## src/rtl/tone_vote_pkg.sv

```systemverilog
// Shared types and width helpers for the tone vote detector.
package tone_vote_pkg;

  typedef enum logic [1:0] {
    IDLE,
    HOLD,
    REARM
  } hit_state_e;

  localparam int unsigned SILENCE = 0;

  function automatic int unsigned bin_w(input int unsigned num_bins);
    return $clog2(num_bins + 1);
  endfunction

  function automatic int unsigned cnt_w(input int unsigned max_val);
    return (max_val == 0) ? 1 : $clog2(max_val + 1);
  endfunction

endpackage

```

## src/rtl/tone_vote_detector_if.sv

```systemverilog
// Sample/result bundle between the Goertzel bank, the detector and game logic.
interface tone_vote_detector_if
  import tone_vote_pkg::*;
#(
  parameter int unsigned NUM_BINS = 4,
  parameter int unsigned PWR_W    = 64
);
  localparam int unsigned BIN_W = bin_w(NUM_BINS);

  logic                      sample_valid;
  logic [NUM_BINS*PWR_W-1:0] power;
  logic [PWR_W-1:0]          noise_floor;
  logic                      flush;
  logic [BIN_W-1:0]          inst_bin;
  logic                      inst_valid;
  logic [BIN_W-1:0]          vote_bin;
  logic                      vote_valid;
  logic                      hit_valid;
  logic [BIN_W-1:0]          hit_bin;

  modport master (
    output sample_valid, power, noise_floor, flush,
    input  inst_bin, inst_valid, vote_bin, vote_valid, hit_valid, hit_bin
  );

  modport slave (
    input  sample_valid, power, noise_floor, flush,
    output inst_bin, inst_valid, vote_bin, vote_valid, hit_valid, hit_bin
  );

endinterface

```

## src/rtl/tone_window_counter.sv

```systemverilog
// Sliding window of class codes with one occupancy counter per code.
module tone_window_counter
  import tone_vote_pkg::*;
#(
  parameter int unsigned NUM_BINS  = 4,
  parameter int unsigned WIN_DEPTH = 16,
  parameter int unsigned BIN_W     = 3,
  parameter int unsigned CNT_W     = 5
) (
  input  logic                      clk,
  input  logic                      rst,
  input  logic                      flush_i,
  input  logic                      push_i,
  input  logic [BIN_W-1:0]          code_i,
  output logic                      upd_o,
  output logic [NUM_BINS*CNT_W-1:0] counts_o
);

  logic [BIN_W-1:0] win_q [WIN_DEPTH];
  logic [CNT_W-1:0] cnt_q [NUM_BINS+1];
  logic [CNT_W-1:0] cnt_d [NUM_BINS+1];
  logic             upd_q;
  logic [BIN_W-1:0] oldest;

  assign oldest = win_q[WIN_DEPTH-1];

  // Counts always sum to WIN_DEPTH, so the inc/dec pair never wraps.
  always_comb begin
    for (int unsigned c = 0; c <= NUM_BINS; c++) begin
      cnt_d[c] = cnt_q[c];
      if (push_i && (code_i != oldest)) begin
        if (BIN_W'(c) == code_i) begin
          cnt_d[c] = cnt_q[c] + CNT_W'(1);
        end else if (BIN_W'(c) == oldest) begin
          cnt_d[c] = cnt_q[c] - CNT_W'(1);
        end
      end
    end
  end

  always_ff @(posedge clk) begin
    if (rst || flush_i) begin
      upd_q <= 1'b0;
      for (int unsigned k = 0; k < WIN_DEPTH; k++) begin
        win_q[k] <= BIN_W'(SILENCE);
      end
      for (int unsigned c = 0; c <= NUM_BINS; c++) begin
        cnt_q[c] <= (c == SILENCE) ? CNT_W'(WIN_DEPTH) : '0;
      end
    end else begin
      upd_q <= push_i;
      if (push_i) begin
        win_q[0] <= code_i;
        for (int unsigned k = 1; k < WIN_DEPTH; k++) begin
          win_q[k] <= win_q[k-1];
        end
      end
      for (int unsigned c = 0; c <= NUM_BINS; c++) begin
        cnt_q[c] <= cnt_d[c];
      end
    end
  end

  assign upd_o = upd_q;

  for (genvar g = 0; g < NUM_BINS; g++) begin : g_counts
    assign counts_o[g*CNT_W +: CNT_W] = cnt_q[g+1];
  end

endmodule

```

## src/rtl/tone_vote_detector.sv

```systemverilog
// Per-sample dominant-bin classifier, windowed majority vote and hit FSM with hold-off.
module tone_vote_detector
  import tone_vote_pkg::*;
#(
  parameter int unsigned NUM_BINS    = 4,
  parameter int unsigned PWR_W       = 64,
  parameter int unsigned SHIFT       = 3,
  parameter int unsigned WIN_DEPTH   = 16,
  parameter int unsigned VOTE_THRESH = 8,
  parameter int unsigned HOLDOFF     = 32
) (
  input  logic                 clk,
  input  logic                 reset,
  tone_vote_detector_if.slave  bus
);

  localparam int unsigned BIN_W = bin_w(NUM_BINS);
  localparam int unsigned CNT_W = cnt_w(WIN_DEPTH);
  localparam int unsigned HO_W  = cnt_w(HOLDOFF);

  logic clr;
  assign clr = reset | bus.flush;

  logic signed [PWR_W-1:0] pwr [NUM_BINS];
  logic signed [PWR_W-1:0] nf;
  logic [NUM_BINS-1:0]     dom;
  logic [BIN_W-1:0]        class_d;
  logic [BIN_W-1:0]        inst_bin_q;
  logic                    inst_valid_q;

  assign nf = $signed(bus.noise_floor);

  for (genvar g = 0; g < NUM_BINS; g++) begin : g_unpack
    assign pwr[g] = $signed(bus.power[g*PWR_W +: PWR_W]);
  end

  always_comb begin
    dom = '0;
    for (int unsigned i = 0; i < NUM_BINS; i++) begin
      dom[i] = pwr[i] > nf;
      for (int unsigned j = 0; j < NUM_BINS; j++) begin
        if ((j != i) && !((pwr[i] >>> SHIFT) > pwr[j])) begin
          dom[i] = 1'b0;
        end
      end
    end
  end

  // Scan from the top so the lowest qualifying index is written last.
  always_comb begin
    class_d = BIN_W'(SILENCE);
    for (int unsigned k = 0; k < NUM_BINS; k++) begin
      if (dom[NUM_BINS-1-k]) begin
        class_d = BIN_W'(NUM_BINS - k);
      end
    end
  end

  always_ff @(posedge clk) begin
    if (clr) begin
      inst_valid_q <= 1'b0;
      inst_bin_q   <= '0;
    end else begin
      inst_valid_q <= bus.sample_valid;
      if (bus.sample_valid) begin
        inst_bin_q <= class_d;
      end
    end
  end

  logic                      win_upd;
  logic [NUM_BINS*CNT_W-1:0] win_counts;

  tone_window_counter #(
    .NUM_BINS  (NUM_BINS),
    .WIN_DEPTH (WIN_DEPTH),
    .BIN_W     (BIN_W),
    .CNT_W     (CNT_W)
  ) u_win (
    .clk      (clk),
    .rst      (reset),
    .flush_i  (bus.flush),
    .push_i   (inst_valid_q),
    .code_i   (inst_bin_q),
    .upd_o    (win_upd),
    .counts_o (win_counts)
  );

  logic [BIN_W-1:0] vote_d;
  logic [BIN_W-1:0] vote_bin_q;
  logic             vote_valid_q;

  always_comb begin
    vote_d = BIN_W'(SILENCE);
    for (int unsigned k = 0; k < NUM_BINS; k++) begin
      if (win_counts[(NUM_BINS-1-k)*CNT_W +: CNT_W] >= CNT_W'(VOTE_THRESH)) begin
        vote_d = BIN_W'(NUM_BINS - k);
      end
    end
  end

  always_ff @(posedge clk) begin
    if (clr) begin
      vote_valid_q <= 1'b0;
      vote_bin_q   <= '0;
    end else begin
      vote_valid_q <= win_upd;
      if (win_upd) begin
        vote_bin_q <= vote_d;
      end
    end
  end

  hit_state_e       state_q, state_d;
  logic [HO_W-1:0]  ho_q, ho_d;
  logic             hit_valid_q, hit_valid_d;
  logic [BIN_W-1:0] hit_bin_q, hit_bin_d;

  always_ff @(posedge clk) begin
    if (clr) begin
      state_q     <= IDLE;
      ho_q        <= '0;
      hit_valid_q <= 1'b0;
      hit_bin_q   <= '0;
    end else begin
      state_q     <= state_d;
      ho_q        <= ho_d;
      hit_valid_q <= hit_valid_d;
      hit_bin_q   <= hit_bin_d;
    end
  end

  always_comb begin
    state_d     = state_q;
    ho_d        = ho_q;
    hit_valid_d = 1'b0;
    hit_bin_d   = hit_bin_q;
    if (vote_valid_q) begin
      unique case (state_q)
        IDLE: begin
          if (vote_bin_q != BIN_W'(SILENCE)) begin
            hit_valid_d = 1'b1;
            hit_bin_d   = vote_bin_q;
            ho_d        = HO_W'(HOLDOFF);
            state_d     = (HOLDOFF == 0) ? REARM : HOLD;
          end
        end
        HOLD: begin
          ho_d = ho_q - HO_W'(1);
          if (ho_q == HO_W'(1)) begin
            state_d = REARM;
          end
        end
        REARM: begin
          if (vote_bin_q == BIN_W'(SILENCE)) begin
            state_d = IDLE;
          end
        end
        default: state_d = IDLE;
      endcase
    end
  end

  assign bus.inst_bin   = inst_bin_q;
  assign bus.inst_valid = inst_valid_q;
  assign bus.vote_bin   = vote_bin_q;
  assign bus.vote_valid = vote_valid_q;
  assign bus.hit_valid  = hit_valid_q;
  assign bus.hit_bin    = hit_bin_q;

endmodule
```

## src/flat_wrapper.sv

```systemverilog
// flat-port wrapper written by rule: the top's interface ports become plain ports
module tone_vote_detector_flat import tone_vote_pkg::*;
#(
  parameter int unsigned NUM_BINS    = 4,
  parameter int unsigned PWR_W       = 64,
  parameter int unsigned SHIFT       = 3,
  parameter int unsigned WIN_DEPTH   = 16,
  parameter int unsigned VOTE_THRESH = 8,
  parameter int unsigned HOLDOFF     = 32
)
  (clk, reset, bus_sample_valid, bus_power, bus_noise_floor, bus_flush, bus_inst_bin, bus_inst_valid, bus_vote_bin, bus_vote_valid, bus_hit_valid, bus_hit_bin);
  tone_vote_detector_if #(.NUM_BINS(NUM_BINS), .PWR_W(PWR_W)) bus_i ();
  input  logic clk;
  input  logic reset;
  input wire logic [$bits(bus_i.sample_valid)-1:0] bus_sample_valid;
  input wire logic [$bits(bus_i.power)-1:0] bus_power;
  input wire logic [$bits(bus_i.noise_floor)-1:0] bus_noise_floor;
  input wire logic [$bits(bus_i.flush)-1:0] bus_flush;
  output wire logic [$bits(bus_i.inst_bin)-1:0] bus_inst_bin;
  output wire logic [$bits(bus_i.inst_valid)-1:0] bus_inst_valid;
  output wire logic [$bits(bus_i.vote_bin)-1:0] bus_vote_bin;
  output wire logic [$bits(bus_i.vote_valid)-1:0] bus_vote_valid;
  output wire logic [$bits(bus_i.hit_valid)-1:0] bus_hit_valid;
  output wire logic [$bits(bus_i.hit_bin)-1:0] bus_hit_bin;
  assign bus_i.sample_valid = bus_sample_valid;
  assign bus_i.power = bus_power;
  assign bus_i.noise_floor = bus_noise_floor;
  assign bus_i.flush = bus_flush;
  assign bus_inst_bin = bus_i.inst_bin;
  assign bus_inst_valid = bus_i.inst_valid;
  assign bus_vote_bin = bus_i.vote_bin;
  assign bus_vote_valid = bus_i.vote_valid;
  assign bus_hit_valid = bus_i.hit_valid;
  assign bus_hit_bin = bus_i.hit_bin;
  tone_vote_detector #(.NUM_BINS(NUM_BINS), .PWR_W(PWR_W), .SHIFT(SHIFT), .WIN_DEPTH(WIN_DEPTH), .VOTE_THRESH(VOTE_THRESH), .HOLDOFF(HOLDOFF)) u_core (.clk(clk), .reset(reset), .bus(bus_i));
endmodule
```

## config.mk

```make
export PLATFORM = sky130hd
export DESIGN_NAME = tone_vote_detector_flat
export DESIGN_NICKNAME = d
export VERILOG_FILES = /design/src/rtl/tone_vote_pkg.sv /design/src/rtl/tone_vote_detector_if.sv /design/src/rtl/tone_window_counter.sv /design/src/rtl/tone_vote_detector.sv /design/src/flat_wrapper.sv
export SDC_FILE = /design/constraint.sdc
export NUM_CORES = 2
export LEC_CHECK = 0
export ABC_AREA = 1
export BUFFER_PORTS_ARGS = -buffer_cell sky130_fd_sc_hd__buf_2
export CAP_MARGIN = 20
export CORE_UTILIZATION = 60
export CTS_CLUSTER_DIAMETER = 40
export DETAILED_ROUTE_END_ITERATION = 10
export PLACE_DENSITY = 0.85
export SLEW_MARGIN = 20
export SYNTH_ARGS = -nofsm -noshare
export SYNTH_HDL_FRONTEND = slang
export SYNTH_SLANG_ARGS = --single-unit
```

## constraint.sdc

```tcl
create_clock -name clk -period 7.81 [get_ports clk]
set_input_delay 2.343 -clock clk [delete_from_list [all_inputs] [get_ports clk]]
set_output_delay 2.343 -clock clk [all_outputs]
set_load 0.01 [all_outputs]
```

==> results.yml <==
run_status:
  run_status: "finished clean"
place:
  dp_slack_ps: 2797
  place.port_buffers: 335
  place_congestion: 1.079
  detailed_place_hpwl_mm: 81.67
route:
  met3WireLength_mm: 9.686
  detail_route.vias_per_cell: 5.874
  drt-met1-wl_mm: 40.52
  highest-signal-layer: "met5"
  drcViolationCount: 0
  routed_wl_mm: 95.23
  first_iter_violations: 2938
  ant_nets: 0
  met2_wirelength_mm: 40.91
  drt_wl_cell_um: 18.36
  routed-via-count: 30460
  drt_pre_antenna_iters: 7
setup_path:
  critPathLaunch: "bus_noise_floor[31]"
  worst-endpoint-required_ps: 8030
  worst_path_dominant_cell_family: "simple AND/OR/NAND/NOR gates"
  critPathBufInv: 2
  worst-path-max-fanout: 4
  path_class: "in -> reg"
  worst-endpoint-arrival_ps: 5030
  cpPeakStageDelay_ps: 700
  timing.reg2reg.worst_path_depth: 10
  worst_r2r_startpoint: "u_core.bus.inst_bin[2]"
  setup.worst_path.end: "u_core.bus.inst_bin[2]"
  reg2reg_setup_slack_ps: 5480
  timing.rr.end: "u_core.u_win.cnt_q[0][19]"
  worst_path_max_delay_cell: "sky130_fd_sc_hd__nor3_1"
  critical_path_cell_count: 16
  cp_cell_sequence: "buf_2 > inv_1 > ha_1 > nand2_1 > nor2_1 > nand2_1 > nor3_1 > nand4_1 > o21ai_0 > nor2_1 > nand3_1 > nor2_1 > nand2_1 > nor2_1 > nand2_1 > a21oi_2"
  critical_path_capture_point_type: "register"
  critical_path.startpoint_type: "primary input"
timing:
  setup_viol: 0
  fin_ws_ps: 3004
  maxSlewHeadroom: 0.4242
  max_slew.worst_pin.slew_ps: 857.1
  period_share: 0.6154
  timing.fmax_mhz: 208.1
  fin_skew_ps: 6.278
  timing.final.max_slew_violations: 0
  grt_setup_unrepaired: "false"
  finalCriticalPeriod_ps: 4806
  hold_viol: 0
  fin_tns_setup_ps: 0
layout:
  fillerInstances: 4186
  layout.cells.most_common: "sky130_fd_sc_hd__ha_1"
  final_layout_size_suffix_gt1_frac: 0.08281
  final_net_count: 5938
  commonest_non_fill_non_tap_cells_in_the_layout: "sky130_fd_sc_hd__ha_1 (1038), sky130_fd_sc_hd__nand2_1 (1020), sky130_fd_sc_hd__inv_1 (616)"
  layout-area-overhead-vs-synth_pct: 9.442
power_and_ir_drop:
  peakVddDrop_uv: 90.49
  p_leak_uw: 0.01821
  sw_frac_of_total: 0.4676
  intPower_uw: 1352
  power.density_nw_per_um2: 80.51
  power_frac_clock: 0.175
  pwr-share-seq: 0.203
  net-switching-power_uw: 1187
  comb_pwr_share: 0.622
logic_synthesis:
  syn-mean-instance-area_sq_um: 6.804
  synth_fp_nets: 5602
  netlist_instances: 4236
  synth.yosys.warnings: 0
  synth_cell_types: 46
  synth.cell_area_sq_um: 28820
  dominantRegCellSynth: "sky130_fd_sc_hd__edfxtp_1"
  synth_enable_flop_cells: 48
  postSynthRegisterBits: 89
  synth.yosys.seq_area_share: 0.07849
  async_flop_share: 0
global_routing:
  grt.total_usage: 0.3809
  grt_pass1_wl_mm: 148.8
  vias_in_the_first_global_route: 28510
  grt_antenna_before_repair: 3
  maximum_number_of_pins_on_one_net_before_global_route_repair: 49
  overflow: 0
floorplan:
  initial_utilization: 0.6139
  core.rowCount: 79
  die_x_um: 221.2
  die_h_um: 221.2
  design.core.area_sq_um: 46950
  num_io_pins: 336
  design.die.area_sq_um: 48920
cts:
  cts_tree: "done"
  cts_htree_levels: 3
  post_cts.resized_instances: 0
  cts_max_path_buffers: 2
  cts_num_sinks: 89
  clkLatencyLatePin_ps: 350
  clk_pin_slew_ps: 70
  cts_post_setup_buffers_inserted: 0
  root_buffer: "sky130_fd_sc_hd__clkbuf_16"
  numCtsBuffers: 9
  holdBufCountCts: 0
job:
  maxCapViolCount: 0
worst_hold_path:
  worstHoldStart: "u_core.u_win.cnt_q[0][9]"
  worst_hold_path_type: "reg -> reg"
-- power by group through the flow --
stage	clock, uW	combinational (uW)	sequential, uW
floorplan	0	990	523
CTS	449	1540	515
global placement	0	1480	524
global route	469	1790	516
finish	445	1580	515
detailed placement	0	1530	525
-- cell usage after synthesis (2+ instances only) --
cell / number / area share
sky130_fd_sc_hd__ha_1: 1038 / 0.45
sky130_fd_sc_hd__nand2_1: 1021 / 0.13
sky130_fd_sc_hd__inv_1: 616 / 0.080
sky130_fd_sc_hd__a21oi_1: 513 / 0.089
sky130_fd_sc_hd__nor2_1: 379 / 0.049
sky130_fd_sc_hd__o21ai_0: 148 / 0.026
sky130_fd_sc_hd__nand3_1: 146 / 0.025
sky130_fd_sc_hd__nand4_1: 74 / 0.016
sky130_fd_sc_hd__edfxtp_1: 48 / 0.050
sky130_fd_sc_hd__o21a_1: 45 / 0.012
sky130_fd_sc_hd__nor3_1: 42 / 0.0073
sky130_fd_sc_hd__dfxtp_1: 41 / 0.028
sky130_fd_sc_hd__a21o_1: 19 / 0.0049
sky130_fd_sc_hd__o21bai_1: 10 / 0.0026
sky130_fd_sc_hd__clkbuf_1: 8 / 0.0010
sky130_fd_sc_hd__or2_2: 8 / 0.0017
sky130_fd_sc_hd__and3_1: 7 / 0.0015
sky130_fd_sc_hd__nand3b_1: 7 / 0.0018
sky130_fd_sc_hd__xor2_1: 7 / 0.0021
sky130_fd_sc_hd__and2_1: 6 / 0.0013
sky130_fd_sc_hd__fa_1: 4 / 0.0028
sky130_fd_sc_hd__nand2_2: 4 / 0.00087
sky130_fd_sc_hd__nor2_2: 4 / 0.00087
sky130_fd_sc_hd__a21oi_2: 3 / 0.00091
sky130_fd_sc_hd__a31oi_1: 3 / 0.00065
sky130_fd_sc_hd__nand3_2: 3 / 0.0010
sky130_fd_sc_hd__nor4_1: 3 / 0.00065
sky130_fd_sc_hd__xnor2_1: 3 / 0.00091
sky130_fd_sc_hd__a211oi_1: 2 / 0.00052
sky130_fd_sc_hd__a21boi_0: 2 / 0.00052
sky130_fd_sc_hd__buf_4: 2 / 0.00052
sky130_fd_sc_hd__clkinv_1: 2 / 0.00026
sky130_fd_sc_hd__nor2_4: 2 / 0.00078
sky130_fd_sc_hd__nor3_2: 2 / 0.00069
sky130_fd_sc_hd__nor3b_1: 2 / 0.00052
sky130_fd_sc_hd__o211ai_1: 2 / 0.00052
-- sequential cells by signal, indices dropped and copies added, names as in the netlist, 2 cells and up --
register	cells
u_core.ho_q	6
u_core.u_win.cnt_q	20
u_core.u_win.win_q	48
u_core.state_q	2
u_core.bus.hit_bin	3
u_core.bus.vote_bin	3
u_core.bus.inst_bin	3
-- kinds of logic (layout without fill, tap and decap cells) --
| group | after synthesis | after routing | synth area share |
|---|---|---|---|
| AOI/OAI and AO/OA | 752 | 752 | 0.1387 |
| xor gates and xnor gates | 10 | 10 | 0.003039 |
| adders and majority gates | 1042 | 1042 | 0.4534 |
| buffers and inverters | 630 | 971 | 0.08235 |
| DFF | 89 | 89 | 0.07849 |
| other | 0 | 2 | 0 |
| and+or+nand+nor | 1713 | 1713 | 0.2441 |
-- worst reg2reg max path, cell delays in order, from the launching register on --
cell and delay [ps]:
sky130_fd_sc_hd__dfxtp_1 420, sky130_fd_sc_hd__inv_1 200, sky130_fd_sc_hd__nand3_1 290, sky130_fd_sc_hd__fa_1 490, sky130_fd_sc_hd__nand2_1 90, sky130_fd_sc_hd__nand2_1 60, sky130_fd_sc_hd__a21oi_1 180, sky130_fd_sc_hd__xor2_1 170
sky130_fd_sc_hd__nor2_1 80, sky130_fd_sc_hd__o21ai_0 180, sky130_fd_sc_hd__a21oi_1 50
-- per-stage QoR --
step	cell area (sq um)	util	total power (uW)	std cells	hold WS, ps
after global routing	31540	0.6718	2775	5186	494.7
after global placement	31220	0.6650	2009	5168	440.6
after floorplan	28820	-	1512	4236	422.8
after detailed placement	31220	0.6650	2056	5168	453.3
after CTS	31530	0.6716	2505	5184	461.5
final	31540	0.6718	2540	5186	461.8
-- layout make-up --
cell class,count,area (sq um),area share
multi-input combinational,3517,24190,0.7670
inverter,618,2320,0.07354
sequential,89,2262,0.07171
timing repair buffer,337,1692,0.05363
tap,607,759.5,0.02408
clock buffer,14,296.5,0.009401
clock inverter,2,15.01,0.0004760
antenna,2,5.005,0.0001587
-- metal layers --
metal / vias to the layer above / GRT usage
li1: 15090 / -
met1: 13660 / 0.5089
met2: 1446 / 0.6157
met3: 260 / 0.05418
met4: 2 / 0.1493
met5: - / 0
-- worst min path at each step --
stage               cells after the start                   endpoint  slack (ps)
detailed placement                      1   u_core.u_win.cnt_q[0][9]         450
global placement                        1  u_core.u_win.cnt_q[0][14]         440
CTS                                     1   u_core.u_win.cnt_q[0][9]         460
floorplan                               1  u_core.u_win.cnt_q[0][24]         420
global route                            1  u_core.u_win.cnt_q[0][24]         490
finish                                  1   u_core.u_win.cnt_q[0][9]         460
Power figures use the tool's default switching activity.
